### src/rtl/ssd_pkg.sv
// rtl/ssd_pkg.sv - symbol codes and segment constants shared by the lock ASM and display driver
package ssd_pkg;

  localparam logic [4:0] CODE_C     = 5'b01010;
  localparam logic [4:0] CODE_L     = 5'b01011;
  localparam logic [4:0] CODE_S     = 5'b01100;
  localparam logic [4:0] CODE_D     = 5'b01101;
  localparam logic [4:0] CODE_O     = 5'b01110;
  localparam logic [4:0] CODE_P     = 5'b01111;
  localparam logic [4:0] CODE_E     = 5'b10000;
  localparam logic [4:0] CODE_N     = 5'b10001;
  localparam logic [4:0] CODE_DASH  = 5'b10010;
  localparam logic [4:0] CODE_BLANK = 5'b10011;
  localparam logic [4:0] CODE_R     = 5'b10100;

  localparam logic [6:0]  SEG_BLANK  = 7'b1111111;
  localparam logic [19:0] BLANK_WORD = {CODE_BLANK, CODE_BLANK, CODE_BLANK, CODE_BLANK};

endpackage

### src/rtl/ssd_code_decoder.sv
// rtl/ssd_code_decoder.sv - 5-bit symbol code to active-low {g,f,e,d,c,b,a} pattern
module ssd_code_decoder
  import ssd_pkg::*;
(
  input  logic [4:0] code,
  output logic [6:0] seg
);

  always_comb begin
    seg = SEG_BLANK;
    case (code)
      5'd0:       seg = 7'b1000000;
      5'd1:       seg = 7'b1111001;
      5'd2:       seg = 7'b0100100;
      5'd3:       seg = 7'b0110000;
      5'd4:       seg = 7'b0011001;
      5'd5:       seg = 7'b0010010;
      5'd6:       seg = 7'b0000010;
      5'd7:       seg = 7'b1111000;
      5'd8:       seg = 7'b0000000;
      5'd9:       seg = 7'b0010000;
      CODE_C:     seg = 7'b1000110;
      CODE_L:     seg = 7'b1000111;
      CODE_S:     seg = 7'b0010010;
      CODE_D:     seg = 7'b0100001;
      CODE_O:     seg = 7'b1000000;
      CODE_P:     seg = 7'b0001100;
      CODE_E:     seg = 7'b0000110;
      CODE_N:     seg = 7'b0101011;
      CODE_DASH:  seg = 7'b0111111;
      CODE_BLANK: seg = SEG_BLANK;
      CODE_R:     seg = 7'b0101111;
      default:    seg = SEG_BLANK;
    endcase
  end

endmodule

### src/rtl/ssd_scan_driver.sv
// rtl/ssd_scan_driver.sv - 4-digit common-anode scan driver with per-frame latching and per-digit blink
module ssd_scan_driver
  import ssd_pkg::*;
#(
  parameter int SCAN_DIV  = 100_000,
  parameter int BLINK_DIV = 50_000_000
) (
  input  logic        clk,
  input  logic        rst,
  input  logic        en,
  input  logic [19:0] ssd_in,
  input  logic [3:0]  blink_mask,
  output logic [3:0]  AN,
  output logic [6:0]  seven_out,
  output logic        frame_done
);

  localparam int SCAN_W  = $clog2(SCAN_DIV);
  localparam int BLINK_W = $clog2(BLINK_DIV);
  localparam logic [SCAN_W-1:0]  SCAN_LAST  = SCAN_W'(SCAN_DIV - 1);
  localparam logic [BLINK_W-1:0] BLINK_LAST = BLINK_W'(BLINK_DIV - 1);

  logic [SCAN_W-1:0]  scan_cnt;
  logic [BLINK_W-1:0] blink_cnt;
  logic               blink_phase;
  logic [1:0]         idx;
  logic [19:0]        shadow;
  logic [3:0]         mask_shadow;

  logic [4:0] cur_code;
  logic [6:0] cur_seg;
  logic       cur_blank;
  logic [3:0] an_next;
  logic [6:0] seg_next;

  // Inputs are sampled only at the start of a frame so a digit never mixes two code words.
  wire capture = (scan_cnt == '0) && (idx == 2'd0);

  always_ff @(posedge clk) begin
    if (rst) begin
      scan_cnt    <= '0;
      idx         <= 2'd0;
      blink_cnt   <= '0;
      blink_phase <= 1'b0;
      shadow      <= BLANK_WORD;
      mask_shadow <= 4'b0000;
      frame_done  <= 1'b0;
      AN          <= 4'b1111;
      seven_out   <= SEG_BLANK;
    end else begin
      if (scan_cnt == SCAN_LAST) begin
        scan_cnt <= '0;
        idx      <= idx + 2'd1;
      end else begin
        scan_cnt <= scan_cnt + 1'b1;
      end

      if (blink_cnt == BLINK_LAST) begin
        blink_cnt   <= '0;
        blink_phase <= ~blink_phase;
      end else begin
        blink_cnt <= blink_cnt + 1'b1;
      end

      frame_done <= capture;
      if (capture) begin
        shadow      <= ssd_in;
        mask_shadow <= blink_mask;
      end

      AN        <= an_next;
      seven_out <= seg_next;
    end
  end

  always_comb begin
    cur_code = shadow[19:15];
    case (idx)
      2'd0: cur_code = shadow[19:15];
      2'd1: cur_code = shadow[14:10];
      2'd2: cur_code = shadow[9:5];
      2'd3: cur_code = shadow[4:0];
      default: cur_code = shadow[19:15];
    endcase
  end

  ssd_code_decoder u_decoder (
    .code (cur_code),
    .seg  (cur_seg)
  );

  // idx k drives AN[3-k]; the blink bit is looked up by anode position.
  always_comb begin
    cur_blank = blink_phase & mask_shadow[2'd3 - idx];
    an_next   = 4'b1111;
    seg_next  = SEG_BLANK;
    if (en) begin
      an_next  = ~(4'b1000 >> idx);
      seg_next = cur_blank ? SEG_BLANK : cur_seg;
    end
  end

endmodule

### config.mk
export PLATFORM = sky130hd
export DESIGN_NAME = ssd_scan_driver
export DESIGN_NICKNAME = d
export VERILOG_FILES = /design/src/rtl/ssd_pkg.sv /design/src/rtl/ssd_code_decoder.sv /design/src/rtl/ssd_scan_driver.sv
export SDC_FILE = /design/constraint.sdc
export NUM_CORES = 1
export LEC_CHECK = 0
export CORE_MARGIN = 2
export CORE_UTILIZATION = 55
export CTS_CLUSTER_SIZE = 14
export DETAILED_ROUTE_END_ITERATION = 7
export PLACE_DENSITY_LB_ADDON = 0.3
export SLEW_MARGIN = 5
export SYNTH_ARGS = -nofsm -noshare
export SYNTH_HDL_FRONTEND = slang
export SYNTH_HIERARCHICAL = 1
export SYNTH_SLANG_ARGS = --single-unit
### constraint.sdc
create_clock -name clk -period 3 [get_ports clk]
set_input_delay 0.3 -clock clk [delete_from_list [all_inputs] [get_ports clk]]
set_output_delay 0.3 -clock clk [all_outputs]
set_load 0.02 [all_outputs]
# After elaboration in Yosys (flattened, before gate mapping)
# Memories as Yosys holds them, arrays and structs flattened. A register that Yosys moved wholly into a read port is not among the register bits.
# Index checks and enable logic that the tools add are counted.
# Widths: inputs -> output; s select.
totals:
  regBits: 75
  latchBits: 0
  ramBits: 0
  mem_bits_ro: 224
  inputBits: 27
  wordCells: 34
  memories: 1
mem_list:
  columns: ["memory", "words", "width", "rd", "rd_ports_with_merged_regs", "wr", "line_no", "source"]
  rows:
  - ["(no name shown)", 32, 7, 1, 1, 0, "ssd_code_decoder.sv:11", "case (code)"]
op_classes:
  addsub: 4
  multipliers: 0
  div_mod_pow: 0
  n_lt_le_gt_ge: 1
  eq_ne: 5
  n_shift: 1
  n_mux: 3
  n_bitwise: 4
  n_reduce_logical: 7
op_table:
  columns: ["operator", "n"]
  rows:
  - ["$add 26x1->26 const B", 1]
  - ["$eq 26x26->1 const B", 1]
  - ["$pmux 5 s4", 1]
  - ["$add 17x1->17 const B", 1]
  - ["$eq 17x17->1 const B", 1]
  - ["$logic_not 17->1", 1]
  - ["$reduce_or 2->1", 3]
  - ["$eq 2x2->1 const B", 2]
  - ["$not 4->4", 1]
  - ["$shr 4x2->4 const A", 1]
  - ["$lt 2x3->1 const B", 1]
  - ["$reduce_or 3->1", 1]
  - ["$add 2x1->2 const B", 1]
  - ["$bmux 1 s2", 1]
  - ["$eq 2x1->1 const B", 1]
  - ["$logic_not 2->1", 1]
  - ["$not 1->1", 2]
  - ["$sub 2x2->2 const A", 1]
  - ["$and 1x1->1", 1]
  - ["$logic_and 1x1->1", 1]
  - ["$mux 1", 1]

# Depth between registers and ports, before layout
logic_depth:
  depth_word: 5
  depth_mapped: 10
  ltp_nobuf: 10

# By module
# Netlist, hierarchy kept.
modules_own_cells:
  columns: ["module", "instances", "cells_per_inst", "area_each_um2", "seq_area_each_um2"]
  rows:
  - ["ssd_scan_driver", 1, 411, 3606.0, 1641.6]
  - ["ssd_code_decoder", 1, 55, 394.1, 0.0]

# Worst setup path before layout
# No wires, ideal clock.
synth_path:
  path_type: "flip-flop to flip-flop"
  start: "register idx[0]"
  end: "register seven_out[4]"
  setup_ns: 0.066
  arrival_time_ns: 2.275
  setup_slack_ns: 0.659
  path_stages_with_launch: 10
  synth_period_minus_slack_ns: 2.341
  cell_sequence: "dfxtp_1 > inv_1 > ha_1 > buf_1 > mux2i_1 > inv_1 > ha_1 > mux4_2 > a21oi_1 > nand2b_1"
synth_via:
  elab_cells_between_ends: 10
  cone_classes: "add/sub (1); eq/ne (3); mux (3); bitwise (1); reduce/logical (2)"
synth_lines:
  columns: ["item", "line_no", "source"]
  rows:
  - ["from (decl)", "ssd_scan_driver.sv:26", "logic [1:0] idx;"]
  - ["from (signal assigned)", "ssd_scan_driver.sv:53", "idx <= idx + 2'd1;"]
  - ["$eq 2x2->1 (tied with other cells)", "ssd_scan_driver.sv:78", "case (idx)"]
  - ["$pmux 5 s4 *", "ssd_scan_driver.sv:78", null]
  - ["net cur_code[0]", "ssd_scan_driver.sv:30", "logic [4:0] cur_code;"]
  - ["to (decl)", "ssd_scan_driver.sv:14", "output logic [6:0] seven_out,"]
# The timed path passes the listed nets; every way through them passes the cells marked *. The select of a mux whose other input is x is not followed.
# A chain may end at the register's enable or synchronous reset.

# Final worst setup path
layout_path:
  start: "register idx[0]"
  end: "register seven_out[0]"
# The elaborated chain is that of the path after synthesis.

==> key figures <==
Logic synthesis
  – Synth Cell Area: around 4000 um2
  – Synth cell types: 55
  – Area contributors post-synth: dfxtp_1 41%, nand3_1 6.9%, o21ai_0 4.8%
  – Seq/Total Area, Yosys: between 40% and 50%
  – Post-synth top area share: 41.04%
  – Synthesis Warnings: 6
  – Count leader, synth: dfxtp_1
  – Synth async-reset ratio: 0%
  – Post-Syn Instances: 466
  – Top cells by count, synth: 82 x dfxtp_1, 55 x nand3_1, 38 x o21ai_0
  – Post-Syn Nets: 508
  – Synth Flop Type: dfxtp_1
  – Post-synth top area cell: dfxtp_1
  – EDFF count, synth: 0
  – Mapped Avg Cell Area: ~8.6 um2
  – Yosys reg bits: 82

CTS
  – H-Tree Level Count: 3
  – CTS Buffer Depth: 2
  – Clock sinks: 82
  – CTS Buf Count: 9
  – CTS Hold Bufs: 0
  – Clk slew on worst S/H paths: approximately 0.080 ns
  – Post-CTS resize count: 0
  – CTS root buf: clkbuf_8
  – Worst-skew pair later-pin latency: 0.35 ns
  – Post CTS Setup Buffer Count: 0
  – TritonCTS clock tree: built

Global route
  – Met3 Track Usage GR: 6.094%
  – Antenna violations before repair: 0
  – Top Usage Layer GRT: met2
  – Met2 Usage GRT: 37.98%
  – Tot GR Track Use: 22.78%
  – Met1 Track Usage GR: 28.73%
  – Largest net degree at the start of global routing: 27
  – First-pass GRT wire length: 14340 um
  – Grt ovf: 0
  – Vias in the first global route: around 3200

Critical path
  – Critical Path Start Type: register
  – Critical path type: reg -> reg
  – Critical path peak fanout: 6
  – CP arrival: 2.89 ns
  – Cell Chain, Critical Path: inv_1 -> ha_1 -> a222oi_1 -> mux2i_1 -> inv_1 -> ha_1 -> nand2_4 -> o22a_1 -> o221a_1 -> nand2b_1
  – CP top delay family: compound AO/OA/AOI/OAI gates
  – CP bufs+invs: 2
  – Setup crit end kind: register
  – Critical Path Max Stage Delay: roughly 0.42 ns
  – Worst EP required: 3.25 ns
  – Crit path max-delay cell type: dfxtp_1

Run
  – Max-Cap Viols: 0

STA
  – Period minus WS final: 2.640 ns
  – Max-slew violation count: 0
  – Final Cycle Share: 88.01%
  – PnR worst setup slack: 0.3598 ns
  – Slew HR: 33.48%
  – Fmax: 378.8 MHz
  – RSZ-0062 raised after global routing: no
  – Clock Skews: between 0.007 and 0.008 ns
  – Hold WS: 0.4607 ns
  – Final Hold Fails: 0
  – Worst-margin pin slew: 0.9701 ns
  – Setup TNS: 0 ns
  – Endpoints failing setup: 0

Place
  – Port buffer count: 38
  – Gp weighted congestion: 0.8081
  – Placed insts: 586
  – Placed wire-length estimate: 5978 um
  – Placed Area: 4437 um2
  – Dpl ws: 0.3917 ns

Drt
  – Routed len/inst: 14.48 um
  – DRC viols: 0
  – Iteration-0 DRC Markers: 211
  – Antenna Nets Post-Route: 0
  – Final wirelength: around 8700 um
  – Vias: approximately 3500
  – First drt pass iteration count: 6
  – Vias/cell: 5.894

Layout
  – Number of diodes: 0
  – Share of cells above drive strength 1: around 8.0%
  – Final Cell Area: 4661 um2
  – Final Util: 65.31%
  – Synth-to-layout area growth: 16.52%
  – Nets: 540
  – Layout Cells excl Fill: 602
  – # fillers: 611

Power
  – Sequential share of power: around half
  – NetSw: 0.5871 mW
  – Combinational fraction of design power: 12.8%
  – Sw Ratio: 25.13%
  – Leakage power: 1.700 nW
  – Power Density: approximately 500 nW/um2
  – Total power: roughly 2.3 mW
  – Power share of the clock group: 37.2%
  – Internal power: about 1.7 mW
  – Max VDD drop: 0.3113 mV

Floorplanning
  – Initial core utilization: 56.05%
  – Die footprint: 7971 um2
  – Core box area: 7137 um2
  – Site Rows: 31
  – # IOs: 39
  – Chip height: a little under 90 um
  – Die width: 89.28 um

Outcome
  – Run status: completed

Min path
  – Min-Delay Path Class: reg -> reg
[state kept, by name, summed over array words and instances, names as in the netlist]
signal,flops
idx,2
frame_done,1
seven_out,7
blink_cnt,26
AN,4
mask_shadow,4
shadow,20
blink_phase,1
scan_cnt,17
[cells in the final DEF, fill, tap and decap left out, types with 6 or more instances in the layout]
cell / synthesis / final
xor2_1: 14 / 14
clkdlybuf4s50_1: 0 / 38
nand4_1: 13 / 13
ha_1: 15 / 15
nand3_1: 55 / 55
and3_1: 9 / 9
nand2b_1: 8 / 8
dfxtp_1: 82 / 82
xnor2_1: 9 / 9
nor2_1: 32 / 32
nor2b_1: 7 / 7
o31ai_1: 6 / 6
or3_1: 11 / 11
o21ai_0: 38 / 38
nand2_1: 23 / 23
clkbuf_8: 0 / 13
inv_1: 19 / 19
a21oi_1: 32 / 32
buf_4: 1 / 6
[cell type report]
type                       instances  area (um2)  area share, %
sequential                        82        1642          35.22
inverter                          19       71.32          1.530
tap                               99       123.9          2.658
clock inverter                     3       45.04         0.9664
timing repair buffer              44       425.4          9.128
clock buffer                      13       178.9          3.839
multi-input combinational        342        2175          46.66
[cells by family after synthesis]
group	share of synthesized area [%]
compound gates	14.36
xor+xnor	5.036
fa+ha+maj	4.692
buf+inv	4.817
flops	41.04
mux	2.377
simple gates	27.68
[power by group through the flow]
stage	sequential [mW]	clock (mW)	combinational [mW]
4_1_cts	1.17	0.882	0.297
3_5_place_dp	1.19	0	0.295
6_report	1.17	0.869	0.298
3_3_place_gp	1.19	0	0.283
2_1_floorplan	1.19	0	0.200
5_1_grt	1.17	0.932	0.329
[final timing paths]
path,start,to,slack (ns),depth (start not counted)
worst max-delay path,idx[0]$_SDFFE_PP0N_,seven_out[0]$_SDFF_PP1_,0.36,10
worst min-delay path,scan_cnt[0]$_SDFF_PP0_,scan_cnt[0]$_SDFF_PP0_,0.46,1
worst max register to register,idx[0]$_SDFFE_PP0N_,seven_out[0]$_SDFF_PP1_,0.36,10
worst min register to register,scan_cnt[0]$_SDFF_PP0_,scan_cnt[0]$_SDFF_PP0_,0.46,1
[per-layer routing]
metal / vias up / wire [um] / part of all wire (%)
li1: 1740 / - / -
met1: 1689 / 3862 / 44
met2: 107 / 4287 / 49
met3: 12 / 449 / 5.2
met4: 0 / 119 / 1.4
met5: - / 0 / 0
Power figures use the tool's default switching activity.
